`src/rtl/rvh_l1d_pkg.sv`:
```
// Shared types and defaults for the L1D PLRU replacement control path.
// The hit-update entry widths here define the default cache geometry.
package rvh_l1d_pkg;

    localparam int L1D_ENTRY_IDX   = 6;
    localparam int L1D_WAY_NUM_IDX = 2;
    localparam int L1D_STARVE_LIM  = 4;

    typedef struct packed {
        logic [L1D_ENTRY_IDX-1:0]   set_idx;
        logic [L1D_WAY_NUM_IDX-1:0] way_idx;
    } plru_hit_upd_t;

endpackage

```
`src/rtl/rvh_l1d_plru_upd_fifo.sv`:
```
// Pending PLRU hit-update queue: in-order FIFO of {set, way} entries with an
// occupancy counter; push and pop may coincide, including when full.
module rvh_l1d_plru_upd_fifo
    import rvh_l1d_pkg::*;
#(
    parameter int q_depth = 4
) (
    input  logic                              clk,
    input  logic                              rst,
    input  logic                              i_push,
    input  logic [$bits(plru_hit_upd_t)-1:0]  i_push_entry,
    input  logic                              i_pop,
    output logic [$bits(plru_hit_upd_t)-1:0]  o_head_entry,
    output logic                              o_full,
    output logic                              o_empty
);

    localparam int PTR_W = (q_depth > 1) ? $clog2(q_depth) : 1;
    localparam int CNT_W = $clog2(q_depth) + 1;

    plru_hit_upd_t    r_mem [q_depth];
    logic [PTR_W-1:0] r_wr_ptr;
    logic [PTR_W-1:0] r_rd_ptr;
    logic [CNT_W-1:0] r_count;

    function automatic logic [PTR_W-1:0] ptr_inc(input logic [PTR_W-1:0] p);
        return (p == PTR_W'(q_depth - 1)) ? '0 : p + PTR_W'(1);
    endfunction

    always_ff @(posedge clk) begin
        if (rst) begin
            r_wr_ptr <= '0;
            r_rd_ptr <= '0;
            r_count  <= '0;
        end else begin
            if (i_push) r_wr_ptr <= ptr_inc(r_wr_ptr);
            if (i_pop)  r_rd_ptr <= ptr_inc(r_rd_ptr);
            case ({i_push, i_pop})
                2'b10:   r_count <= r_count + CNT_W'(1);
                2'b01:   r_count <= r_count - CNT_W'(1);
                default: ;
            endcase
        end
    end

    // Storage needs no reset: the pointers alone decide which slots are live.
    always_ff @(posedge clk) begin
        if (i_push) r_mem[r_wr_ptr] <= i_push_entry;
    end

    assign o_head_entry = r_mem[r_rd_ptr];
    assign o_full       = (r_count == CNT_W'(q_depth));
    assign o_empty      = (r_count == '0);

endmodule

```
`src/rtl/rvh_l1d_plru_ctrl.sv`:
```
// L1D PLRU access controller: round-robin hit-update arbitration into a queue,
// refill victim lookup with priority, and a starvation guard for queued hits.
module rvh_l1d_plru_ctrl
    import rvh_l1d_pkg::*;
#(
    parameter int entry_num    = 64,
    parameter int entry_idx    = L1D_ENTRY_IDX,
    parameter int way_num_idx  = L1D_WAY_NUM_IDX,
    parameter int hit_port_num = 2,
    parameter int q_depth      = 4,
    parameter int starve_lim   = L1D_STARVE_LIM
) (
    input  logic                                clk,
    input  logic                                rst,
    input  logic [hit_port_num-1:0]             hit_vld_i,
    input  logic [hit_port_num*entry_idx-1:0]   hit_set_i,
    input  logic [hit_port_num*way_num_idx-1:0] hit_way_i,
    output logic [hit_port_num-1:0]             hit_rdy_o,
    input  logic                                refill_vld_i,
    input  logic [entry_idx-1:0]                refill_set_i,
    output logic                                refill_rdy_o,
    output logic                                refill_resp_vld_o,
    output logic [way_num_idx-1:0]              refill_resp_way_o,
    output logic                                plru_upd_en_hit_o,
    output logic [entry_idx-1:0]                plru_upd_set_idx_hit_o,
    output logic [way_num_idx-1:0]              plru_upd_way_idx_hit_o,
    output logic                                plru_rd_en_refill_o,
    output logic [entry_idx-1:0]                plru_rd_idx_refill_o,
    input  logic [way_num_idx-1:0]              plru_rd_dat_refill_i
);

    localparam int RR_W     = (hit_port_num > 1) ? $clog2(hit_port_num) : 1;
    localparam int STREAK_W = $clog2(starve_lim + 1);

    logic [RR_W-1:0]     r_rr_ptr;
    logic [STREAK_W-1:0] r_streak;
    logic                r_resp_vld;
    logic [way_num_idx-1:0] r_resp_way;

    logic [RR_W-1:0] w_grant_idx;
    logic            w_grant_any;
    logic            w_push;
    logic            w_pop;
    logic            w_push_ok;
    logic            w_refill_hs;
    logic            w_starve;
    logic            w_fifo_full;
    logic            w_fifo_empty;
    plru_hit_upd_t   w_push_entry;
    plru_hit_upd_t   w_head_entry;

    function automatic logic [RR_W-1:0] wrap_port(input int p);
        return (p >= hit_port_num) ? RR_W'(p - hit_port_num) : RR_W'(p);
    endfunction

    // Scan from the far end towards r_rr_ptr so the closest valid port wins.
    always_comb begin
        w_grant_any = 1'b0;
        w_grant_idx = '0;
        for (int k = hit_port_num - 1; k >= 0; k--) begin
            if (hit_vld_i[wrap_port(int'(r_rr_ptr) + k)]) begin
                w_grant_any = 1'b1;
                w_grant_idx = wrap_port(int'(r_rr_ptr) + k);
            end
        end
    end

    assign w_starve     = (r_streak == STREAK_W'(starve_lim));
    assign refill_rdy_o = ~w_starve;
    assign w_refill_hs  = refill_vld_i & refill_rdy_o;
    assign w_pop        = ~w_refill_hs & ~w_fifo_empty;
    assign w_push_ok    = ~w_fifo_full | w_pop;
    assign w_push       = w_grant_any & w_push_ok;

    always_comb begin
        hit_rdy_o = '0;
        if (w_push) hit_rdy_o[w_grant_idx] = 1'b1;
    end

    always_comb begin
        w_push_entry         = '0;
        w_push_entry.set_idx = hit_set_i[int'(w_grant_idx)*entry_idx +: entry_idx];
        w_push_entry.way_idx = hit_way_i[int'(w_grant_idx)*way_num_idx +: way_num_idx];
    end

    rvh_l1d_plru_upd_fifo #(
        .q_depth      (q_depth)
    ) u_upd_fifo (
        .clk          (clk),
        .rst          (rst),
        .i_push       (w_push),
        .i_push_entry (w_push_entry),
        .i_pop        (w_pop),
        .o_head_entry (w_head_entry),
        .o_full       (w_fifo_full),
        .o_empty      (w_fifo_empty)
    );

    always_ff @(posedge clk) begin
        if (rst) begin
            r_rr_ptr <= '0;
        end else if (w_push) begin
            r_rr_ptr <= wrap_port(int'(w_grant_idx) + 1);
        end
    end

    // Streak counts refills that jumped ahead of queued hits; at the limit the
    // refill port is closed for one cycle so the queue head gets through.
    always_ff @(posedge clk) begin
        if (rst) begin
            r_streak <= '0;
        end else if (w_fifo_empty || w_pop) begin
            r_streak <= '0;
        end else if (w_refill_hs) begin
            r_streak <= r_streak + STREAK_W'(1);
        end
    end

    always_ff @(posedge clk) begin
        if (rst) begin
            r_resp_vld <= 1'b0;
            r_resp_way <= '0;
        end else begin
            r_resp_vld <= w_refill_hs;
            if (w_refill_hs) r_resp_way <= plru_rd_dat_refill_i;
        end
    end

    // A set index outside the PLRU array indicates a broken requester.
    always_ff @(posedge clk) begin
        if (!rst && refill_vld_i) assert (int'(refill_set_i) < entry_num);
    end

    assign refill_resp_vld_o      = r_resp_vld;
    assign refill_resp_way_o      = r_resp_way;
    assign plru_upd_en_hit_o      = w_pop;
    assign plru_upd_set_idx_hit_o = w_head_entry.set_idx;
    assign plru_upd_way_idx_hit_o = w_head_entry.way_idx;
    assign plru_rd_en_refill_o    = w_refill_hs;
    assign plru_rd_idx_refill_o   = refill_set_i;

endmodule

```
`config.mk`:
```
export PLATFORM = sky130hd
export DESIGN_NAME = rvh_l1d_plru_ctrl
export DESIGN_NICKNAME = d
export VERILOG_FILES = /design/src/rtl/rvh_l1d_pkg.sv /design/src/rtl/rvh_l1d_plru_upd_fifo.sv /design/src/rtl/rvh_l1d_plru_ctrl.sv
export SDC_FILE = /design/constraint.sdc
export NUM_CORES = 1
export LEC_CHECK = 0
export ABC_AREA = 1
export CAP_MARGIN = 0
export CORE_MARGIN = 5
export CORE_UTILIZATION = 30
export CTS_BUF_LIST = sky130_fd_sc_hd__clkbuf_4 sky130_fd_sc_hd__clkbuf_8
export DETAILED_ROUTE_END_ITERATION = 10
export GPL_ROUTABILITY_DRIVEN = 1
export GPL_TIMING_DRIVEN = 0
export PLACE_DENSITY = 0.6
export SLEW_MARGIN = 5
export SYNTH_ARGS = -nofsm -noshare
export SYNTH_HDL_FRONTEND = slang
export SYNTH_SLANG_ARGS = --single-unit
```
`constraint.sdc`:
```
create_clock -name clk -period 4.1 [get_ports clk]
set_input_delay 0.41 -clock clk [delete_from_list [all_inputs] [get_ports clk]]
set_output_delay 0.41 -clock clk [all_outputs]
set_load 0.02 [all_outputs]
```
==> reports/summary.txt <==
area delta synth->final -> 29.4%
Finished Cell Area -> 2820 um^2
Initial Util -> 0.303
Critical Path End Type -> output port
Worst Setup Start Kind -> input port
first-pass GRT wire length -> 7160 um
layout cells sized above 1 -> 0.129
Bufs on Longest Clock Path -> 2
multiplexer area fraction after synthesis -> 0
CTS tree -> built
Synth Net Count -> 249
WP data arrival -> 2.36 ns
Area contributors post-synth -> edfxtp_1 (44%), dfxtp_1 (15%), nor2_1 (6.2%), nand2_1 (5.2%), o21ai_0 (5.1%)
worst reg2reg path depth -> 7
most common cell after layout, fill and taps aside -> clkdlybuf4s50_1
Core Region -> 7180 um^2
TNS Setup -> 0 ns
Int Pwr -> 0.000884 W
part of the power in registers -> 0.475
Syn Area/Cell -> 10.3 um^2
WS Path Type -> in2out
Detailed Routing Iterations Pass 1 -> 4
Syn Inst Count -> 212
Detail Route Antenna Nets -> 0
DR iter-0 viols -> 84
Post-Synthesis Cell Area -> 2180 um^2
post-synth top area cell -> edfxtp_1
clock-pin slew on the worst setup and hold paths -> 0.08 ns
Clk pwr share -> 0.191
initial antenna violation count -> 0
fin crit period -> 2.77 ns
Yosys top cell area share -> 0.441
status -> finished clean
placed inst area -> 2740 um^2
crit-path cells -> clkdlybuf4s50_1, inv_1, o21ai_4, inv_2, nor2_1, clkdlybuf4s50_1
Via density -> 4.15
Post CTS Setup Buffer Count -> 0
number of remaining DRC errors -> 0
CTS Hold Bufs -> 0
Via Count -> 1502
hold path cells -> 1
Fill cells -> 688
Max Slew Vio Count -> 0
clk root buf -> clkbuf_8
slew margin rel. -> 0.467
clock latency on the worst-skew pair -> 0.29 ns
Final setup viols -> 0
Hold Startpoint -> r_streak[0]
Top Ports -> 51
port bufs -> 44
nets -> 300
RSZ-0062 raised after global routing -> no
Post-CTS Resized -> 0
RR Startpoint -> r_streak[0]
combinational share of power -> 0.334
combinational family with the most area after synthesis -> simple AND/OR/NAND/NOR gates
max frequency -> 362 MHz
measured slew at the worst slew-check pin -> 0.796 ns
#FFs+latches synth -> 48
peak supply drop -> 0.181 mV
clk sinks -> 48
post-synth cell types -> 26
sw frac -> 0.329
Site Rows -> 31
Setup Skew -> 0.00690 ns
slowest stage delay, CP -> 0.61 ns
post-synthesis xor/xnor area fraction -> 0.00402
Post-Route Utilization -> 0.393
vias in the first global route -> 1498
Synth Warn # -> 0
largest net degree at the start of global routing -> 14
Num CTS Buffers -> 5
most frequent cells in the layout -> clkdlybuf4s50_1 (44), nor2_1 (36), edfxtp_1 (32)
GRT Resource Usage Total -> 0.105
Synth Area in Compound Gates -> 0.115
Max stage delay cell, worst path -> clkdlybuf4s50_1
Power Dens Cells -> 468 nW/um^2
Hold Path Class -> reg2reg
hpwl dp -> 3220 um
adder-cell share of the synthesized area -> 0.0494
final hold violation count -> 0
htree depth -> 2
most used cell along the critical path -> clkdlybuf4s50_1
crit-path max FO -> 10
Lkg Pwr -> 1.13 nW
Die H -> 95.2 um
Antenna Cells -> 0
crit path from -> hit_vld_i[0]
wire per inst -> 12.1 um
required time worst endpoint -> 3.69 ns
max-cap check violation count -> 0
WL final -> 4400 um
Die ar. -> 9060 um^2
grt total ovfl -> 0
switching power -> 0.000433 W
Die Wd -> 95.2 um
GP Congestion -> 0.728
fraction of the mapped netlist area in simple logic gates -> 0.167
total power -> 0.00132 W
Seq/Total Area, Yosys -> 0.589
crit share post-route -> 0.675
## registers in the layout, summed over array words and instances, names as in the netlist, named ones only
signal,flops
r_streak,3
u_upd_fifo.r_count,3
r_rr_ptr,1
u_upd_fifo.r_mem,32
refill_resp_vld_o,1
refill_resp_way_o,2
u_upd_fifo.r_rd_ptr,2
u_upd_fifo.r_wr_ptr,2
## per-layer routing
metal,global-route usage,share of wire,routed length [um],up-vias
li1,-,-,-,797
met3,0.0276,0.044,195,7
met1,0.130,0.44,1930,667
met4,0.0397,0.015,68,0
met5,0,0,0,-
met2,0.177,0.50,2210,31
## power groups by stage
stage          sequential, W  combinational, W  clock, W
6_report            0.000626          0.000440  0.000252
5_1_grt             0.000634          0.000486  0.000286
4_1_cts             0.000626          0.000448  0.000263
3_5_place_dp        0.000637          0.000447         0
3_3_place_gp        0.000636          0.000439         0
2_1_floorplan       0.000628          0.000273         0
## final cells by class
type	instances	area, um^2	share of cell area
well taps	99	124	0.0440
repair buffers	44	440	0.156
clock buffers	5	68.8	0.0244
multi-input cells	129	729	0.259
plain buffers	9	66.3	0.0235
inverters	26	100	0.0355
flip-flops and latches	48	1280	0.455
clock inverters	2	7.51	0.00266
## through the flow
step	hold slack, ns	setup WS (ns)	cells
4_1_cts	0.462	1.29	362
3_5_place_dp	0.448	1.31	355
2_1_floorplan	0.417	2.32	212
3_3_place_gp	0.439	1.31	355
5_1_grt	0.510	1.21	362
6_report	0.458	1.33	362
## cells by family (layout without fill, tap and decap cells)
family | after synthesis | count (layout)
XOR/XNOR | 1 | 1
AND/OR/NAND/NOR | 80 | 80
flip-flops | 48 | 48
AO/OA/AOI/OAI | 40 | 40
buffers and inverters | 35 | 86
adder cells (fa/ha/maj) | 8 | 8
## worst max-delay path: cells and delay by family
family | cells | cell delay (ns)
buf+inv | 4 | 1.44
compound gates | 1 | 0.37
simple gates | 1 | 0.14
## final timing paths
path,slack (ns),to
setup reg to reg,2.15,u_upd_fifo.r_mem[0][0]
hold / removal,0.46,r_streak[0]
setup / recovery,1.33,hit_rdy_o[0]
hold reg to reg,0.46,r_streak[0]
## Yosys cell counts
cell type,n
a21oi_1,1
a21oi_2,2
buf_2,2
buf_4,6
buf_6,1
dfxtp_1,16
edfxtp_1,32
fa_1,1
ha_1,7
inv_1,22
inv_2,3
inv_4,1
nand2_1,30
nand2_2,4
nand2_4,3
nand3_1,2
nand4_1,2
nor2_1,36
nor2_4,3
o211a_1,1
o21ai_0,22
o21ai_2,3
o21ai_4,1
o21bai_1,2
o22ai_1,8
xnor2_1,1
(Power assumes the default switching activity.)
